### config.mk
export PLATFORM = sky130hd
export DESIGN_NAME = soc_halt_monitor
export DESIGN_NICKNAME = d
export VERILOG_FILES = /design/src/rtl/soc_halt_monitor.sv
export SDC_FILE = /design/constraint.sdc
export NUM_CORES = 1
export LEC_CHECK = 0
export CORE_ASPECT_RATIO = 1.5
export CORE_MARGIN = 2
export CORE_UTILIZATION = 40
export CTS_CLUSTER_DIAMETER = 40
export CTS_CLUSTER_SIZE = 30
export DETAILED_ROUTE_END_ITERATION = 8
export PLACE_DENSITY = 0.67
export REMOVE_ABC_BUFFERS = 1
export SYNTH_ARGS = -nofsm -noshare
export SYNTH_HDL_FRONTEND = slang
export SYNTH_SLANG_ARGS = --single-unit
export TNS_END_PERCENT = 1
### constraint.sdc
create_clock -name clk -period 3.16 [get_ports clk]
set_input_delay 0.632 -clock clk [delete_from_list [all_inputs] [get_ports clk]]
set_output_delay 0.632 -clock clk [all_outputs]
set_load 0.01 [all_outputs]
### src/rtl/soc_halt_monitor.sv
// soc_halt_monitor: watches each core's fetch stream and a7 for the exit ecall, records per-core
// cycle counts from run start to termination, and flags when every enabled core has halted.
// Optional feature macro: HALT_TIMEOUT_EN adds a run watchdog that forces DONE after TIMEOUT
// cycles in RUN and raises timeout; without it timeout is tied low.
module soc_halt_monitor #(
    parameter int unsigned NUM_CH     = 2,
    parameter int unsigned CNT_W      = 64,
    parameter logic [31:0] ECALL_WORD = 32'h0000_0073,
    parameter logic [31:0] EXIT_CODE  = 32'd1,
    parameter int unsigned TIMEOUT    = 1_000_000,
    localparam int unsigned SEL_W     = (NUM_CH > 1) ? $clog2(NUM_CH) : 1
) (
    input  logic                   clk,
    input  logic                   reset,
    input  logic                   start,
    input  logic [NUM_CH-1:0]      ch_en,
    input  logic [32*NUM_CH-1:0]   instr,
    input  logic [NUM_CH-1:0]      instr_valid,
    input  logic [32*NUM_CH-1:0]   a7,
    output logic [NUM_CH-1:0]      halted,
    output logic                   all_done,
    output logic                   done_pulse,
    input  logic [SEL_W-1:0]       rd_sel,
    output logic [CNT_W-1:0]       rd_cycles,
    output logic                   timeout
);

    typedef enum logic [1:0] {GIdle, GRun, GDone} state_e;

    state_e              state_q, state_d;
    // start is captured one edge before the run begins, so RUN starts one cycle after start
    logic                start_q, start_d;
    logic [NUM_CH-1:0]   pend_en_q, pend_en_d;
    logic [NUM_CH-1:0]   en_q, en_d;
    logic [NUM_CH-1:0]   halted_q, halted_d;
    logic [NUM_CH-1:0]   detect;
    logic [CNT_W-1:0]    cnt_q [NUM_CH];
    logic [CNT_W-1:0]    cnt_d [NUM_CH];
    logic [CNT_W-1:0]    rd_q, rd_d;
    logic                pulse_q, pulse_d;
`ifdef HALT_TIMEOUT_EN
    logic [CNT_W-1:0]    wd_q, wd_d;
    logic                timeout_q, timeout_d;
`endif

    // Per-channel exit ecall detection, before run/enable/halted qualification
    always_comb begin
        for (int i = 0; i < NUM_CH; i++) begin
            detect[i] = instr_valid[i] && (instr[32*i +: 32] == ECALL_WORD) &&
                        (a7[32*i +: 32] == EXIT_CODE);
        end
    end

    // Next-state logic for the run FSM, counters, halted flags and readout register
    always_comb begin
        state_d   = state_q;
        start_d   = start && (|ch_en) && (state_q != GRun);
        pend_en_d = ch_en;
        en_d      = en_q;
        halted_d  = halted_q;
        cnt_d     = cnt_q;
        pulse_d   = 1'b0;
`ifdef HALT_TIMEOUT_EN
        wd_d      = wd_q;
        timeout_d = timeout_q;
`endif
        if (32'(rd_sel) < NUM_CH) begin
            rd_d = cnt_q[rd_sel];
        end else begin
            rd_d = '0;
        end

        unique case (state_q)
            GIdle, GDone: begin
                if (start_q) begin
                    state_d  = GRun;
                    en_d     = pend_en_q;
                    halted_d = '0;
                    for (int i = 0; i < NUM_CH; i++) begin
                        cnt_d[i] = '0;
                    end
`ifdef HALT_TIMEOUT_EN
                    wd_d      = '0;
                    timeout_d = 1'b0;
`endif
                end
            end
            GRun: begin
                // Completion is judged on the flags as they stood before this edge
                if ((halted_q & en_q) == en_q) begin
                    state_d = GDone;
                    pulse_d = 1'b1;
                end
                for (int i = 0; i < NUM_CH; i++) begin
                    if (en_q[i] && !halted_q[i]) begin
                        if (cnt_q[i] != '1) begin
                            cnt_d[i] = cnt_q[i] + CNT_W'(1);
                        end
                        if (detect[i]) begin
                            halted_d[i] = 1'b1;
                        end
                    end
                end
`ifdef HALT_TIMEOUT_EN
                wd_d = wd_q + CNT_W'(1);
                if (wd_d == CNT_W'(TIMEOUT)) begin
                    state_d   = GDone;
                    pulse_d   = 1'b1;
                    timeout_d = 1'b1;
                end
`endif
            end
            default: state_d = GIdle;
        endcase
    end

    // State registers with synchronous active-high reset
    always_ff @(posedge clk) begin
        if (reset) begin
            state_q   <= GIdle;
            start_q   <= 1'b0;
            pend_en_q <= '0;
            en_q      <= '0;
            halted_q  <= '0;
            for (int i = 0; i < NUM_CH; i++) begin
                cnt_q[i] <= '0;
            end
            rd_q      <= '0;
            pulse_q   <= 1'b0;
`ifdef HALT_TIMEOUT_EN
            wd_q      <= '0;
            timeout_q <= 1'b0;
`endif
        end else begin
            state_q   <= state_d;
            start_q   <= start_d;
            pend_en_q <= pend_en_d;
            en_q      <= en_d;
            halted_q  <= halted_d;
            cnt_q     <= cnt_d;
            rd_q      <= rd_d;
            pulse_q   <= pulse_d;
`ifdef HALT_TIMEOUT_EN
            wd_q      <= wd_d;
            timeout_q <= timeout_d;
`endif
        end
    end

    assign halted     = halted_q;
    assign all_done   = (state_q == GDone);
    assign done_pulse = pulse_q;
    assign rd_cycles  = rd_q;
`ifdef HALT_TIMEOUT_EN
    assign timeout    = timeout_q;
`else
    assign timeout    = 1'b0;
`endif

endmodule

==> results of run 1 <==
[sequential cells by signal, summed over array words and instances, names as in the netlist]
register    flops
en_q            2
state_q         2
cnt_q         128
start_q         1
rd_cycles      64
pend_en_q       2
done_pulse      1
halted          2
[cell type report]
| cell class | count | area (um2) |
|---|---|---|
| tap | 328 | 410 |
| sequential | 202 | 4040 |
| clock buffer | 26 | 639 |
| fill | 2296 | 11500 |
| inverter | 16 | 60.1 |
| multi-input combinational | 932 | 5630 |
| clock inverter | 17 | 235 |
| timing repair buffer | 261 | 2490 |
[how the worst max path moves through the flow]
stage                           from         to  slack, ns  cells after the start
after floorplan           state_q[0]  cnt_q[43]      -0.49                      6
after global placement      cnt_q[1]  cnt_q[54]       0.45                      7
after detailed placement    cnt_q[1]  cnt_q[43]       0.40                      9
after CTS                   cnt_q[1]  cnt_q[54]       0.35                      7
after global routing        cnt_q[1]  cnt_q[54]       0.13                      7
final                       cnt_q[1]  cnt_q[54]       0.31                      7
[power by group through the flow]
stage          clock [mW]  sequential [mW]  combinational [mW]
6_report             3.00             2.56               0.425
5_1_grt              3.15             2.56               0.455
4_1_cts              3.04             2.56               0.422
3_5_place_dp            0             2.62               0.420
3_3_place_gp            0             2.62               0.417
2_1_floorplan           0             2.62               0.125
[per-stage QoR]
step	utilization [%]	total power, mW	setup TNS [ns]	hold slack [ns]	worst slack [ns]
final	54.1	5.98	0	0.439	0.312
after global routing	54.1	6.16	0	0.460	0.131
after floorplan	-	2.74	-10.29	0.411	-0.487
after global placement	50.6	3.03	0	0.423	0.447
after CTS	54.1	6.02	0	0.445	0.347
after detailed placement	50.6	3.04	0	0.426	0.403
[critical path, cell delays in order (launching register included)]
cell and delay (ns):
dfxtp_1 0.49, ha_1 0.31, nand2_1 0.12, or3_1 0.52
nor4_1 0.72, nand4_1 0.19, or3_1 0.34, o21ai_0 0.07
[logic make-up after synthesis]
family | Yosys count
AO/OA/AOI/OAI | 319
AND/OR/NAND/NOR | 537
flip-flops | 202
buffers and inverters | 104
other | 1
adder cells (fa/ha/maj) | 2
multiplexers | 72
XOR/XNOR | 1
[cell usage after synthesis, types with 4 or more instances]
master	n
a21o_1	10
a21oi_1	74
a311oi_1	15
a31oi_1	54
a41oi_1	12
and2_1	17
and3_1	22
and4_1	12
buf_1	5
buf_2	21
clkbuf_1	54
clkbuf_2	4
dfxtp_1	202
inv_1	16
mux2i_1	72
nand2_1	98
nand2b_1	15
nand3_1	54
nand4_1	55
nor2_1	134
nor2b_1	8
nor3_1	30
nor4_1	50
nor4b_1	6
o211ai_1	4
o21ai_0	70
o21ai_1	6
o22ai_1	4
o31ai_1	35
or3_1	7
or4_1	7
[per-layer routing]
layer | vias up | part of all wire (%)
li1 | 5056 | -
met1 | 5028 | 38
met2 | 537 | 50
met3 | 109 | 6.5
met4 | 0 | 5.8
met5 | - | 0
==> flow_summary.toml, run 1 <==
[clock_tree]
clkTransAtPathRegs_ns = 0.07
clock_path_buffers = 3
cts_setup_buffers = 0
cts_root_buf = "clkbuf_16"
cts_made_buffers = 24
cts_tree = "done"
cts_resized = 0
cts_hold_buf = 0
h-tree-depth = 1
clk_latency_ns = 0.53
cts_num_sinks = 202

[final_layout]
fin_area_mm2 = 0.0135
finalNetCount = 1575
layout_common_cells = "dfxtp_1 (202), clkdlybuf4s50_1 (201), nor2_1 (134), nand2_1 (98), a21oi_1 (73)"
final_common_cell = "dfxtp_1"
drive_gt1_share_pct = 8.46
layout.cells.non_filler = 1782
antenna-diode-count = 0
area_growth_pct = 33.6

[worst_setup_path]
crit_arrival_ns = 3.29
timing.rr.end = "cnt_q[54]"
cp-end-kind = "flop"
critPathKind = "reg -> reg"
reg2reg_slack_ns = 0.31
r2r_cells = 7
r2r-start = "cnt_q[1]"
crit_required_ns = 3.60
cp-start-kind = "flop"
path_max_fanout = 11

[placed_design]
dp_hpwl_mm = 25.8
gp_congestion = 0.944
placed_area_mm2 = 0.0126
dp_cells = 1739
portBuffers = 203

[power_and_ir_drop]
p_leak_nw = 4.83
clkPwrFrac_pct = 50.1
switching_share_pct = 25.8
power_frac_seq_pct = 42.8
power.internal_mw = 4.44
pwr_density_cell_mw_per_mm2 = 443
p_comb_share_pct = 7.1
peakVddDrop_mv = 0.375
power.switching_mw = 1.54

[hold_path]
holdCritStartpoint = "pend_en_q[0]"
holdPathStages = 2
hold_end = "en_q[0]"
hold_path_class = "reg -> reg"

[global_routing]
use_met2_pct = 47.1
track_usage_pct = 26.6
busiest_layer = "met2"
overflow = 0
grt_start_max_net_pins = 65
grtUsageMet1_pct = 30.5
grt_pass1_wl_mm = 56.3
first_global_vias = 10300
use_met3_pct = 3.29
antenna_found_initial = 0

[timing]
setup_viol_count_final = 0
fmax_mhz = 351
fin_skew_ns = 0.0205
min_period_ns = 2.85
period_share_pct = 90.1
final_max_slew_viol_count = 0
tightest_slew_ns = 1.05
finalHoldViolations = 0
slew_headroom_pct = 29.8
rsz0062_at_grt = "no"

[floorplanning]
core_mm2 = 0.0250
num_rows = 71
fp.dieW_um = 134
io_pins = 205
die_h_um = 199
initial_utilization_pct = 40.5
die_area_mm2 = 0.0266

[route]
routed_wl_mm = 35.7
postRouteAntennaNets = 0
drt_iter0_drc = 968
wl_per_cell_um = 20.0
viasPerCell = 6.02
drtPass1Iterations = 8
vias = 10700
drc = 0

[logic_synthesis]
syn_area_per_cell_um2 = 8.17
synth-async-reset-ratio_pct = 0
synth_ff_type = "dfxtp_1"
synthSimpleGateAreaFrac_pct = 28.0
synth_fa_ha_area_share_pct = 0.247
synth_top_family_by_area = "simple AND/OR/NAND/NOR gates"
synth_edf_count = 0
synth_cell_types = 71
synth_area_mm2 = 0.0101
synth.ff_latch_count = 202
ys_seq_area_share_pct = 40.0
synth_xor_area_share_pct = 0.0866
synth.top_cell.area_share_pct = 40.0
post_synth_inst_count = 1238
synth_compound_area_share_pct = 20.1
yosys_warnings = 0
synth_top_cells_by_area = "dfxtp_1 (40%), mux2i_1 (7.1%), nor2_1 (5.0%)"
synthMuxAreaShare_pct = 7.13
synth_area_leader_cell = "dfxtp_1"

[run_status]
status = "finished, final reports clean"

[job]
cap_violations = 0
Power figures use the tool's default switching activity.
==> run 2, diff against run 1 <==
--- a/config.mk
+++ b/config.mk
@@ -11,6 +11,7 @@
 export CTS_CLUSTER_DIAMETER = 40
 export CTS_CLUSTER_SIZE = 30
 export DETAILED_ROUTE_END_ITERATION = 8
+export GPL_ROUTABILITY_DRIVEN = 0
 export PLACE_DENSITY = 0.67
 export REMOVE_ABC_BUFFERS = 1
 export SYNTH_ARGS = -nofsm -noshare
==> flow_summary.toml, run 2 (synthesis results as in run 1) <==
[timing]
finalHoldViolations = 0
tightest_slew_ns = 1.06
min_period_ns = 2.84
tns_ns = 0
final_max_slew_viol_count = 0
setup_ws_ns = 0.321
period_share_pct = 89.8
setup_viol_count_final = 0
fmax_mhz = 352
rsz0062_at_grt = "no"
fin_skew_ns = 0.0156
slew_headroom_pct = 29.3

[clock_tree]
h-tree-depth = 1
clkTransAtPathRegs_ns = 0.07
cts_num_sinks = 202
cts_hold_buf = 0
cts_made_buffers = 25
clock_path_buffers = 3
clk_latency_ns = 0.54
cts_setup_buffers = 0
cts_tree = "done"
cts_resized = 0
cts_root_buf = "clkbuf_16"

[final_layout]
final_core_util_pct = 54.3
multi_input_area_mm2 = 0.00563
layout.cells.non_filler = 1788
largest_reg_flops = 128
layout_common_cells = "dfxtp_1 (202), clkdlybuf4s50_1 (201), nor2_1 (134), nand2_1 (98), a21oi_1 (73)"
max_flop_register = "cnt_q"
antenna-diode-count = 0
regArea_mm2 = 0.00404
final_common_cell = "dfxtp_1"
nFillCells = 2354
finalNetCount = 1579
area_growth_pct = 34.0
drive_gt1_share_pct = 8.84

[route]
wl_per_cell_um = 20.2
vias = 10700
routed_wl_mm = 36.1
viasPerCell = 5.96
drtPass1Iterations = 6
postRouteAntennaNets = 0
drt_iter0_drc = 840
drc = 0

[global_routing]
grt_pass1_wl_mm = 56.8
track_usage_pct = 26.8
antenna_found_initial = 0
grt_start_max_net_pins = 65
first_global_vias = 10400
overflow = 0

[worst_setup_path]
crit_required_ns = 3.58
cp-end-kind = "flop"
cp-start-kind = "flop"
path_max_fanout = 17
crit_arrival_ns = 3.25
critPathKind = "reg -> reg"

[placed_design]
dp_hpwl_mm = 26.4
dp_cells = 1742
dp_slack_ns = 0.443
portBuffers = 203

[hold_path]
hold_path_class = "in -> reg"

[run_status]
status = "finished, final reports clean"

[floorplanning]
initial_utilization_pct = 40.5
num_rows = 71
io_pins = 205
core_mm2 = 0.0250
fp.dieW_um = 134
die_h_um = 199
die_area_mm2 = 0.0266

[power_and_ir_drop]
p_leak_nw = 4.84
peakVddDrop_mv = 0.315
pwr_density_cell_mw_per_mm2 = 440

[job]
cap_violations = 0
## run 2: path summary, 6_finish.rpt
kind	startpoint	to	slack, ns	depth (start not counted)
max	cnt_q[0]	cnt_q[43]	0.32	8
min	reset	rd_cycles[41]	0.42	2
max reg2reg	cnt_q[0]	cnt_q[43]	0.32	8
min reg2reg	pend_en_q[1]	en_q[1]	0.44	2
## run 2: per-layer routing
metal  routed length (um)  vias to the layer above  track usage, %
li1                     -                     5089               -
met1                13800                     4998            30.6
met2                18100                      472            47.3
met3                 2050                      105            3.08
met4                 2270                        0            16.9
met5                    0                        -               0
## run 2: power by group
group          leakage [nW]  switching, mW  internal, mW  total [mW]
logic                  2.79          0.200         0.228       0.428
registers              1.63        0.00673          2.55        2.56
clock network         0.424           1.32          1.65        2.97
total                  4.84           1.53          4.43        5.96
## run 2: layout make-up
cell class	count	area share, %
timing repair buffer	264	18.6
clock inverter	20	1.77
sequential	202	29.8
clock buffer	26	4.72
tap	328	3.03
inverter	16	0.443
multi-input combinational	932	41.6
## run 2: worst max-delay path: stages (launching register included)
cell and delay (ns):
dfxtp_1 0.40, ha_1 0.29, nand2_1 0.13, or3_1 0.35, nor4bb_1 0.11, buf_4 0.19, a21oi_2 0.84, o21ai_0 0.19
o22a_1 0.22
## run 2: metrics by stage
| step | power (mW) | hold slack [ns] | area [um2] |
|---|---|---|---|
| floorplan | 2.74 | 0.411 | 9730 |
| global placement | 3.04 | 0.423 | 12700 |
| detailed placement | 3.04 | 0.436 | 12700 |
| CTS | 6.00 | 0.407 | 13600 |
| global route | 6.14 | 0.418 | 13600 |
| finish | 5.96 | 0.422 | 13600 |
